--- src/rtl/eth_send_gmii.sv ---
// eth_send_gmii: GMII frame transmitter serialising preamble, SFD, header, FIFO payload and caller FCS, then an inter-frame gap.
module eth_send_gmii #(
  parameter int PREAMBLE_LEN = 7,
  parameter int IFG_CYCLES   = 12
) (
  input  logic        gmii_tx_clk,
  input  logic        rst_n,
  input  logic        tx_en,
  input  logic [47:0] target_mac_addr,
  input  logic [47:0] src_mac_addr,
  input  logic [15:0] frame_type,
  input  logic [31:0] fsc,
  input  logic [15:0] fifo_data_length,
  output logic        fifo_rdreq,
  input  logic [7:0]  fifo_data,
  output logic        fifo_rdclk,
  output logic [7:0]  gmii_tx_data,
  output logic        gmii_tx_en,
  output logic        gmii_tx_er
);
  localparam logic [3:0] IDLE     = 4'd0;
  localparam logic [3:0] PREAMBLE = 4'd1;
  localparam logic [3:0] SFD      = 4'd2;
  localparam logic [3:0] DST      = 4'd3;
  localparam logic [3:0] SRC      = 4'd4;
  localparam logic [3:0] TYPE     = 4'd5;
  localparam logic [3:0] DATA     = 4'd6;
  localparam logic [3:0] FCS      = 4'd7;
  localparam logic [3:0] IFG      = 4'd8;

  logic [3:0]   state_q, state_d;
  logic [15:0]  cnt_q, cnt_d, len_q, len_d;
  logic [111:0] hdr_q, hdr_d;
  logic [31:0]  fsc_q, fsc_d;
  logic [7:0]   data_q, data_d;
  logic         en_q, en_d;

  // Each state produces the byte that the next edge registers onto the wire.
  always_comb begin
    state_d = state_q;
    cnt_d   = cnt_q + 16'd1;
    hdr_d   = hdr_q;
    fsc_d   = fsc_q;
    len_d   = len_q;
    data_d  = 8'h00;
    en_d    = 1'b1;
    case (state_q)
      IDLE: begin
        en_d  = 1'b0;
        cnt_d = '0;
        if (tx_en) begin
          state_d = PREAMBLE;
          hdr_d   = {target_mac_addr, src_mac_addr, frame_type};
          fsc_d   = fsc;
          len_d   = fifo_data_length;
        end
      end
      PREAMBLE: begin
        data_d = 8'h55;
        if (cnt_q == 16'(PREAMBLE_LEN - 1)) begin
          state_d = SFD;
          cnt_d   = '0;
        end
      end
      SFD: begin
        data_d  = 8'hD5;
        state_d = DST;
        cnt_d   = '0;
      end
      DST, SRC, TYPE: begin
        data_d = hdr_q[111:104];
        hdr_d  = {hdr_q[103:0], 8'h00};
        if (state_q == TYPE ? cnt_q == 16'd1 : cnt_q == 16'd5) begin
          state_d = state_q == DST ? SRC : state_q == SRC ? TYPE : len_q == 16'd0 ? FCS : DATA;
          cnt_d   = '0;
        end
      end
      DATA: begin
        data_d = fifo_data;
        if (cnt_q == len_q - 16'd1) begin
          state_d = FCS;
          cnt_d   = '0;
        end
      end
      FCS: begin
        data_d = fsc_q[31:24];
        fsc_d  = {fsc_q[23:0], 8'h00};
        if (cnt_q == 16'd3) begin
          state_d = IFG;
          cnt_d   = '0;
        end
      end
      IFG: begin
        en_d = 1'b0;
        if (cnt_q == 16'(IFG_CYCLES - 1)) begin
          state_d = IDLE;
          cnt_d   = '0;
        end
      end
      default: begin
        en_d    = 1'b0;
        state_d = IDLE;
        cnt_d   = '0;
      end
    endcase
  end

  always_ff @(posedge gmii_tx_clk or negedge rst_n) begin
    if (!rst_n) begin
      state_q <= IDLE;
      cnt_q   <= '0;
      len_q   <= '0;
      hdr_q   <= '0;
      fsc_q   <= '0;
      data_q  <= '0;
      en_q    <= 1'b0;
    end else begin
      state_q <= state_d;
      cnt_q   <= cnt_d;
      len_q   <= len_d;
      hdr_q   <= hdr_d;
      fsc_q   <= fsc_d;
      data_q  <= data_d;
      en_q    <= en_d;
    end
  end

  assign fifo_rdreq   = state_q == DATA;
  assign fifo_rdclk   = gmii_tx_clk;
  assign gmii_tx_data = data_q;
  assign gmii_tx_en   = en_q;
  assign gmii_tx_er   = 1'b0;
endmodule

--- config.mk ---
export PLATFORM = sky130hd
export DESIGN_NAME = eth_send_gmii
export DESIGN_NICKNAME = d
export VERILOG_FILES = /design/src/rtl/eth_send_gmii.sv
export SDC_FILE = /design/constraint.sdc
export NUM_CORES = 1
export LEC_CHECK = 0
export BUFFER_PORTS_ARGS = -buffer_cell sky130_fd_sc_hd__buf_2
export CORE_AREA = 5 5 139 141
export CTS_BUF_LIST = sky130_fd_sc_hd__clkbuf_8
export DETAILED_ROUTE_END_ITERATION = 10
export DIE_AREA = 0 0 144 146
export GPL_TIMING_DRIVEN = 0
export PLACE_DENSITY = 0.78
export SYNTH_ARGS = -nofsm -noshare
export SYNTH_HDL_FRONTEND = slang
export SYNTH_SLANG_ARGS = --single-unit
--- constraint.sdc ---
create_clock -name gmii_tx_clk -period 2.9 [get_ports gmii_tx_clk]
set_clock_uncertainty 0.2 [all_clocks]
set_input_delay 0.58 -clock gmii_tx_clk [delete_from_list [all_inputs] [get_ports gmii_tx_clk]]
set_output_delay 0.58 -clock gmii_tx_clk [all_outputs]
set_load 0.05 [all_outputs]
==> results by group, run 1 <==
Critical path
  • Data arrival time of the worst path: just over 3 ns
  • CP Buf/Inv Count: 1
  • Crit path capture type: flop
  • Critical path class: reg -> reg
  • Crit-path max cell delay: 0.44 ns
  • Critical path's top delay family: simple AND/OR/NAND/NOR gates
  • Worst EP required: approximately 3.2 ns
  • CP Max Fanout: 5
  • Slowest CP cell: or4_4
  • CP most frequent cell: or3_4
  • CP Launch Type: flop
  • CP cell instances: or3_4, or4_4, or3_4, a221oi_4, o2111ai_2, o21ai_4, buf_4, a21oi_1

Timing
  • Final setup vio count: 0
  • Slew Viols, Final: 0
  • Hold Vio Cnt, Final: 0
  • Crit path time final: 2.835 ns
  • Final worst slack: roughly 0.065 ns
  • Relative slew slack: about a third
  • Fin crit share: 97.75%
  • Fmax: roughly 350 MHz
  • Worst Tran Pin Value: between 1 and 1.5 ns

GRT
  • Vias in the first global route: between 7,000 and 8,000
  • Grt ovf: 0
  • GRT Util Overall: 24.07%
  • Global-route wire length before repair: between 40 and 50 mm
  • Antenna violations before repair: 4
  • Largest net degree at the start of global routing: 105

Drt
  • WL met1: between 10 and 15 mm
  • Drt total wl: 25.65 mm
  • Drt drc: 0
  • Pre-Repair DR Iteration Count: 5
  • Initial drt markers: 641
  • Post-route ant nets: 0
  • Max Used Layer: met5
  • Via/cell ratio: ~5.5
  • Met3 wire length: 1.827 mm
  • Vias: 8,042
  • Average wire per standard cell: ~18 um
  • Met2 WL post-DR: ~12 mm

Synthesis
  • Mapped Cells: 971
  • Post-synth top flop: dfrtp_1
  • YS warnings: 0
  • Syn_nets: 1,147
  • Register area share after synthesis: 51.65%
  • Synth Cell Area: 0.009156 mm^2
  • Post-synth ARST share: 100.0%
  • Post-synthesis cell type count: 52
  • Register bit total from synthesis: between 150 and 200
  • Mean Syn Cell Area: about 9.4 um^2
  • Post-synth EDFFs: 0

Status
  • Outcome: finished clean

Clock network
  • Clk_lat worst skew: just under 0.6 ns
  • Clock-pin slew on the worst setup and hold paths: about 0.10 ns
  • CTS tree: done

Pwr
  • Clk pwr share: 16.9%
  • Total leakage power: just over 5 nW
  • Switching share of power: between 40% and 50%
  • Internal power: around 6.6 mW
  • Flop pwr share: 37.3%
  • Switch Pwr: between 5 and 6 mW
  • VDD IR max: 0.6291 mV
  • Pwr/cell area: about 1000 mW/mm^2
  • Combinational group share of total power: approximately 46%

Worst hold path
  • Worst hold path class: in -> reg

Final layout
  • Layout fillers: around 1,400
  • Finished Layout Cells: about 1,500
  • Most frequent cells in the layout: nand2_1 (204), dfrtp_1 (185), buf_2 (182)
  • Synth-to-Final Area Change: 24.19%
  • Layout Nets: 1,390
  • Commonest non-fill, non-tap cell in the layout: nand2_1
  • Layout cells sized above 1: between 20 and 25%

Floorplan
  • Die width: ~140 um
  • Total core area: approximately 0.018 mm^2
  • Cell Rows: 49
  • Initial Utilization: roughly half
  • Total die area: between 0.02 and 0.025 mm^2
  • Num ports: about 180
  • Die Ht: 146 um

Place
  • Port-buffer cells: ~180
  • GPL Wtd Cong: between 0.9 and 1
  • Dpl ws: -0.7051 ns
  • Placed cells: roughly 1,400
  • HPWL Detailed: about 18 mm

Job
  • Total of max-cap violations: 0
==> per-layer routing <==
metal	global-route usage [%]	vias to the layer above
met1	34.74	3875
li1	-	3827
met2	36.10	297
met3	5.389	41
met5	0	-
met4	7.863	2
==> synth_stat cells (5+ instances only) <==
master	number	area share, %
ha_1	5	0.68
inv_1	16	0.66
mux2i_1	108	12
nand3_1	26	1.4
nor3_1	7	0.38
nor2_1	63	2.6
a21oi_1	21	1.1
o21ai_0	134	7.3
clkbuf_1	60	2.5
o22ai_1	24	1.6
dfrtp_1	189	52
xnor2_1	12	1.1
xor2_1	19	1.8
nor4_1	7	0.48
and3_1	6	0.41
nand2_1	204	8.4
buf_1	6	0.25
==> worst reg2reg max path, cell delays in order, from the launching register on <==
cell and delay [ns]:
dfrtp_1 0.40, or3_4 0.39, or4_4 0.44, or3_4 0.35
a221oi_4 0.25, o2111ai_2 0.18, o21ai_4 0.25, buf_4 0.19
a21oi_1 0.07
==> worst paths after layout <==
kind	slack, ns	endpoint	start	cells after the start
max	0.07	cnt_q[13]	len_q[9]	8
min reg2reg	0.29	hdr_q[59]	hdr_q[51]	2
max reg2reg	0.07	cnt_q[13]	len_q[9]	8
min in group asynchronous	0.37	fsc_q[8]	rst_n	2
max in group asynchronous	1.20	hdr_q[0]	rst_n	3
min	0.02	hdr_q[2]	frame_type[2]	3
==> repair_timing <==
item                                   CTS  global route
cloned                                   0             1
buffers inserted                         6             7
setup endpoints to repair              130           108
hold buffers                            28             0
pin swaps                                3             6
endpoints found under the hold margin  112             0
resized for setup                       22            23
==> stage by stage <==
stage	utilization (%)	TNS, ns	instance area (um^2)	total power, mW	hold slack (ns)
4_1_cts	62.99	0	11240	11.55	0.002331
3_3_place_gp	58.01	-430.41	10350	9.227	0.2598
2_1_floorplan	-	0	9156	7.907	0.08441
3_5_place_dp	58.22	-45.59	10390	9.410	0.2653
5_1_grt	63.74	-0.04934	11370	12.63	0.02259
6_report	63.74	0	11370	11.76	0.02296
==> power groups by stage <==
stage	Sequential, mW	Combinational [mW]	Clock (mW)
finish	4.38	5.38	1.99
detailed placement	4.40	4.92	0.0843
global route	4.50	5.99	2.15
global placement	4.36	4.78	0.0843
floorplan	4.36	3.47	0.0743
CTS	4.35	5.17	2.04
==> flip-flops by register name, indices dropped and copies added, names as in the netlist <==
signal and flops:
hdr_q 112, fsc_q 32, cnt_q 16, len_q 16
gmii_tx_data 8, state_q 4, gmii_tx_en 1
==> area by class of cell <==
| type | instances | area, um^2 | share of cell area (%) |
|---|---|---|---|
| Antenna cell | 3 | 7.507 | 0.06602 |
| Timing Repair Buffer | 223 | 1336 | 11.75 |
| Inverter | 16 | 60.06 | 0.5282 |
| Sequential cell | 189 | 4735 | 41.64 |
| Tap cell | 229 | 286.5 | 2.520 |
| Clock inverter | 13 | 153.9 | 1.353 |
| Buffer | 70 | 305.3 | 2.685 |
| Clock buffer | 22 | 294.0 | 2.586 |
| Multi-Input combinational cell | 693 | 4193 | 36.87 |
==> cells by family after synthesis <==
logic type	synth area share, %
AND/OR/NAND/NOR	16.12
AO/OA/AOI/OAI	12.42
flip-flops	51.65
multiplexers	11.93
buffers and inverters	3.935
XOR/XNOR	3.211
adder cells (fa/ha/maj)	0.6832
other	0.04096
(Power assumes the default switching activity.)
==> run 2, diff against run 1 <==
--- a/config.mk
+++ b/config.mk
@@ -11,7 +11,7 @@
 export DETAILED_ROUTE_END_ITERATION = 10
 export DIE_AREA = 0 0 144 146
 export GPL_TIMING_DRIVEN = 0
-export PLACE_DENSITY = 0.78
+export PLACE_DENSITY = 0.75
 export SYNTH_ARGS = -nofsm -noshare
 export SYNTH_HDL_FRONTEND = slang
 export SYNTH_SLANG_ARGS = --single-unit
==> constraint.sdc (replaced) <==
create_clock -name gmii_tx_clk -period 3.4 [get_ports gmii_tx_clk]
set_clock_uncertainty 0.2 [all_clocks]
set_input_delay 0.68 -clock gmii_tx_clk [delete_from_list [all_inputs] [get_ports gmii_tx_clk]]
set_output_delay 0.68 -clock gmii_tx_clk [all_outputs]
set_load 0.05 [all_outputs]
==> results by group, run 2 (same netlist as run 1, synthesis figures left out) <==
Final layout
  • Max FFs per register: 112
  • Synth-to-Final Area Change: 18.32%
  • Most frequent cells in the layout: nand2_1 (204), dfrtp_1 (189), buf_2 (183)
  • Cell area after layout: 0.01083 mm^2
  • Register name with the most flops: hdr_q
  • Layout cells sized above 1: around a fifth
  • Commonest non-fill, non-tap cell in the layout: nand2_1
  • Top flop regs: hdr_q x112, fsc_q x32
  • Layout Nets: roughly 1,400
  • Finished Layout Cells: around 1,400
  • Layout fillers: 1,588

Timing
  • Fin crit share: 91.58%
  • Fmax: roughly 320 MHz
  • Final worst slack: roughly 0.29 ns
  • Final setup vio count: 0
  • Worst Tran Pin Value: 0.9286 ns
  • Slew Viols, Final: 0
  • TNS Setup: 0 ns
  • RSZ-0062 raised after global routing: no
  • Hold Vio Cnt, Final: 0
  • Relative slew slack: roughly 38%
  • Crit path time final: approximately 3.1 ns

Critical path
  • Crit-path max cell delay: 0.20 ns
  • Crit path capture type: primary output
  • Critical path class: clk -> out
  • Slowest CP cell: buf_2
  • Data arrival time of the worst path: around 2.2 ns
  • CP most frequent cell: clkbuf_8
  • CP cell instances: clkbuf_8, clkbuf_8, buf_4, buf_2
  • Worst EP required: 2.52 ns
  • CP Launch Type: clock port
  • CP Max Fanout: 2

Pwr
  • Combinational group share of total power: around 45%
  • Post-layout power: 9.534 mW
  • Flop pwr share: 38.9%
  • Clk pwr share: between 10% and 20%
  • Switch Pwr: 4.239 mW
  • Switching share of power: between 40 and 50%
  • Pwr/cell area: about 900 mW/mm^2
  • Total leakage power: 4.825 nW
  • Internal power: 5.295 mW
  • VDD IR max: just over 0.6 mV

GRT
  • GRT Util Overall: about a quarter
  • Antenna violations before repair: 5
  • Global-route wire length before repair: between 30 and 40 mm
  • Grt ovf: 0
  • Largest net degree at the start of global routing: ~120
  • Vias in the first global route: 7,779

Floorplan
  • Die width: 144 um
  • Total core area: approximately 0.018 mm^2
  • Total die area: between 0.02 and 0.025 mm^2
  • Die Ht: about 150 um
  • Initial Utilization: around half
  • Cell Rows: between 40 and 50
  • Num ports: 183

Place
  • Dpl ws: -0.1508 ns
  • Placed cells: 1,382
  • Port-buffer cells: between 150 and 200
  • Placed cell areas: 0.01039 mm^2
  • GPL Wtd Cong: 0.9646
  • HPWL Detailed: around 18 mm

Drt
  • Drt drc: 0
  • Vias: between 7,000 and 8,000
  • Average wire per standard cell: roughly 17 um
  • Post-route ant nets: 0
  • Drt total wl: 24.32 mm
  • Via/cell ratio: between 5 and 6
  • Initial drt markers: between 500 and 600
  • Pre-Repair DR Iteration Count: 5

Clock network
  • Postcts setup bufs: 0
  • CTS tree: done
  • Clock-pin slew on the worst setup and hold paths: 0.11 ns
  • Clk_lat worst skew: around 0.58 ns

Worst hold path
  • Worst hold path class: in -> reg

Job
  • Total of max-cap violations: 0

Status
  • Outcome: finished clean
==> run 2: cell types whose count changed in the layout (fill, tap and decap cells not counted), moves of 3 or more <==
cell           before  now
dlygate4sd3_1      28    1
buf_4              15    2
clkbuf_1           48   58
clkbuf_2           11    2
dfrtp_1           185  189
dfrtp_2             4    0
nor4_2              0    3
nor4_4              3    0
or4_1               0    3
or4_4               3    0
==> run 2: per-layer routing <==
layer  share of wire, %  track usage [%]
met5               0.14                0
met3                7.2            6.145
met2                 44            33.47
met1                 46            34.98
met4                2.5            8.757
==> run 2: worst max-delay path, delay by kind of cell <==
kind / cells / cell delay, ns
buffers and inverters: 4 / 0.53
==> run 2: power by group through the flow <==
| stage | clock [mW] | sequential (mW) | combinational (mW) |
|---|---|---|---|
| 2_1_floorplan | 0.0634 | 3.72 | 2.96 |
| 3_3_place_gp | 0.0719 | 3.72 | 4.10 |
| 3_5_place_dp | 0.0719 | 3.74 | 4.21 |
| 4_1_cts | 1.62 | 3.70 | 4.24 |
| 5_1_grt | 1.72 | 3.81 | 4.79 |
| 6_report | 1.58 | 3.71 | 4.24 |
==> run 2: worst paths after layout <==
check | from | to | slack [ns] | depth (start not counted)
min | fsc[2] | fsc_q[2] | 0.08 | 3
max in group asynchronous | rst_n | cnt_q[13] | 1.57 | 3
min reg2reg | hdr_q[31] | hdr_q[39] | 0.28 | 2
max | gmii_tx_clk | fifo_rdclk | 0.29 | 4
min in group asynchronous | rst_n | fsc_q[3] | 0.43 | 2
max reg2reg | len_q[0] | cnt_q[10] | 0.32 | 10
==> run 2: cell type report <==
class,count,area [um^2],area share [%]
Sequential cell,189,4730,43.65
Inverter,16,60.06,0.5543
Clock inverter,14,126.4,1.166
Clock buffer,22,294.0,2.714
Timing Repair Buffer,182,948.4,8.754
Antenna cell,2,5.005,0.04619
Multi-Input combinational cell,693,4081,37.67
Tap cell,229,286.5,2.645
Buffer,73,302.8,2.795
==> run 2: through the flow <==
stage | utilization, % | hold slack [ns]
floorplan | - | 0.1844
global placement | 58.01 | 0.2575
detailed placement | 58.22 | 0.2687
CTS | 60.61 | 0.05286
global route | 60.73 | 0.05703
finish | 60.73 | 0.08034
==> run 2: repair_timing <==
item,4_1_cts,5_1_grt
resized for setup,1,6
setup endpoints to repair,60,60
hold buffers,1,0
endpoints found under the hold margin,71,0
==> run 3, diff against run 2 <==
==> constraint.sdc (replaced) <==
create_clock -name gmii_tx_clk -period 3.17 [get_ports gmii_tx_clk]
set_clock_uncertainty 0.2 [all_clocks]
set_input_delay 0.634 -clock gmii_tx_clk [delete_from_list [all_inputs] [get_ports gmii_tx_clk]]
set_output_delay 0.634 -clock gmii_tx_clk [all_outputs]
set_load 0.05 [all_outputs]
==> results by group, run 3 (same netlist as run 1, synthesis figures left out) <==
Drt
  • Pre-Repair DR Iteration Count: 5
  • Max Used Layer: met5
  • Post-route ant nets: 0
  • WL met1: between 10 and 15 mm
  • Drt total wl: about 24 mm
  • Met2 WL post-DR: 10.82 mm
  • Average wire per standard cell: ~17 um
  • Via/cell ratio: 5.507
  • Vias: just under 8,000
  • Met3 wire length: ~1.7 mm
  • Drt drc: 0
  • Initial drt markers: 531

GRT
  • GRT Util Overall: a little under a quarter
  • Global-route wire length before repair: approximately 39 mm
  • Grt ovf: 0
  • Vias in the first global route: 7,785
  • Largest net degree at the start of global routing: 119
  • Antenna violations before repair: 5

Final layout
  • Register name with the most flops: hdr_q
  • Top flop regs: hdr_q x112, fsc_q x32
  • Commonest non-fill, non-tap cell in the layout: nand2_1
  • Layout Nets: approximately 1,400
  • Layout cells sized above 1: about 20%
  • Max FFs per register: between 100 and 150
  • Most frequent cells in the layout: nand2_1 (204), dfrtp_1 (188), buf_2 (183)
  • Synth-to-Final Area Change: 18.72%
  • Final Util: 60.93%
  • Layout fillers: roughly 1,600

Critical path
  • Crit path capture type: primary output
  • Data arrival time of the worst path: roughly 2.2 ns
  • Crit-path max cell delay: around 0.36 ns
  • CP cell instances: clkbuf_1, and3_1, clkbuf_1, buf_2
  • Critical path class: reg -> out
  • R2R depth: 9
  • Worst EP required: 2.34 ns
  • CP Max Fanout: 10
  • CP Launch Type: flop
  • CP most frequent cell: clkbuf_1
  • Slowest CP cell: clkbuf_1

Job
  • Total of max-cap violations: 0

Floorplan
  • Num ports: ~180
  • Cell Rows: 49
  • Die Ht: between 100 and 150 um
  • Initial Utilization: about half
  • Total die area: between 0.02 and 0.025 mm^2
  • Die width: between 100 and 150 um
  • Total core area: ~0.018 mm^2

Clock network
  • Clk_lat worst skew: 0.58 ns
  • Clock-pin slew on the worst setup and hold paths: 0.11 ns
  • CTS tree: done

Pwr
  • Total leakage power: between 4 and 5 nW
  • VDD IR max: ~0.67 mV
  • Pwr/cell area: 945.3 mW/mm^2
  • Post-layout power: 10.28 mW

Place
  • GPL Wtd Cong: just under 1
  • HPWL Detailed: between 15 and 20 mm
  • Port-buffer cells: around 180

Timing
  • Hold Vio Cnt, Final: 0
  • Relative slew slack: 35.36%
  • RSZ-0062 raised after global routing: no
  • Crit path time final: around 3.0 ns
  • Worst Tran Pin Value: about 0.97 ns
  • Final setup vio count: 0
  • Fmax: 332.6 MHz
  • Fin crit share: between 90 and 100%
  • Slew Viols, Final: 0

Status
  • Outcome: finished clean

Worst hold path
  • Worst Hold Depth: 3
  • Worst hold path class: in -> reg
-- run 3: cell count changes in the layout (fill, tap and decap cells not counted) --
cell / delta
buf_4: +2
nor4b_2: +1
nor4_4: +1
nor4b_1: -1
nor4_2: -1
clkbuf_2: +4
dfrtp_1: -1
clkbuf_1: -4
dfrtp_2: +1
-- run 3: power by group --
| part | internal, mW | switching (mW) | total, mW | leakage, nW |
|---|---|---|---|---|
| registers | 3.38 | 0.603 | 3.98 | 2.42 |
| logic | 1.63 | 2.96 | 4.59 | 2.22 |
| clock network | 0.695 | 1.01 | 1.70 | 0.215 |
-- run 3: worst max-delay path: cells and delay by family, from the launching register on --
| kind | cells | cell delay, ns |
|---|---|---|
| and+or+nand+nor | 1 | 0.21 |
| DFF | 1 | 0.35 |
| buffers and inverters | 3 | 1.03 |
-- run 3: timing repair --
item                       in CTS  in global routing
pin swaps                       0                  1
hold endpoints to repair       71                  0
gates resized for setup         5                 11
setup endpoints to repair      64                 20
hold buffers                    1                  0
buffers inserted                0                  2
-- run 3: final timing paths --
check                           slack, ns          to       start
max in group asynchronous            1.40   hdr_q[60]       rst_n
worst min-delay path                 0.03    fsc_q[2]      fsc[2]
min in group asynchronous            0.38    fsc_q[3]       rst_n
worst max register to register       0.18   hdr_q[65]  state_q[2]
worst max-delay path                 0.16  fifo_rdreq  state_q[2]
worst min register to register       0.28   hdr_q[39]   hdr_q[31]
-- run 3: routing by layer --
| layer | track usage (%) | vias up |
|---|---|---|
| li1 | - | 3758 |
| met1 | 34.98 | 3789 |
| met2 | 33.50 | 235 |
| met3 | 6.145 | 43 |
| met4 | 8.757 | 6 |
| met5 | 0 | - |
-- run 3: per-stage QoR --
| stage | setup slack [ns] | area [um^2] | cells | hold WS, ns | TNS (ns) |
|---|---|---|---|---|---|
| after global placement | -1.912 | 10350 | 1381 | 0.2575 | -371.90 |
| after CTS | 0.09520 | 10830 | 1418 | 0.006863 | 0 |
| after floorplan | 0.4066 | 9156 | 971 | 0.1384 | 0 |
| after detailed placement | -0.3808 | 10390 | 1382 | 0.2687 | -16.28 |
| final | 0.1638 | 10870 | 1422 | 0.03294 | 0 |
| after global routing | 0.008883 | 10870 | 1422 | 0.01092 | 0 |
-- run 3: layout make-up --
class / instances / area (um^2) / share of cell area, %
antenna: 2 / 5.005 / 0.04604
buffer: 73 / 307.8 / 2.831
clock buffer: 22 / 294.0 / 2.705
clock inverter: 14 / 126.4 / 1.163
inverter: 16 / 60.06 / 0.5525
multi-input combinational: 693 / 4096 / 37.68
sequential: 189 / 4731 / 43.52
tap: 229 / 286.5 / 2.636
timing repair buffer: 184 / 963.4 / 8.863
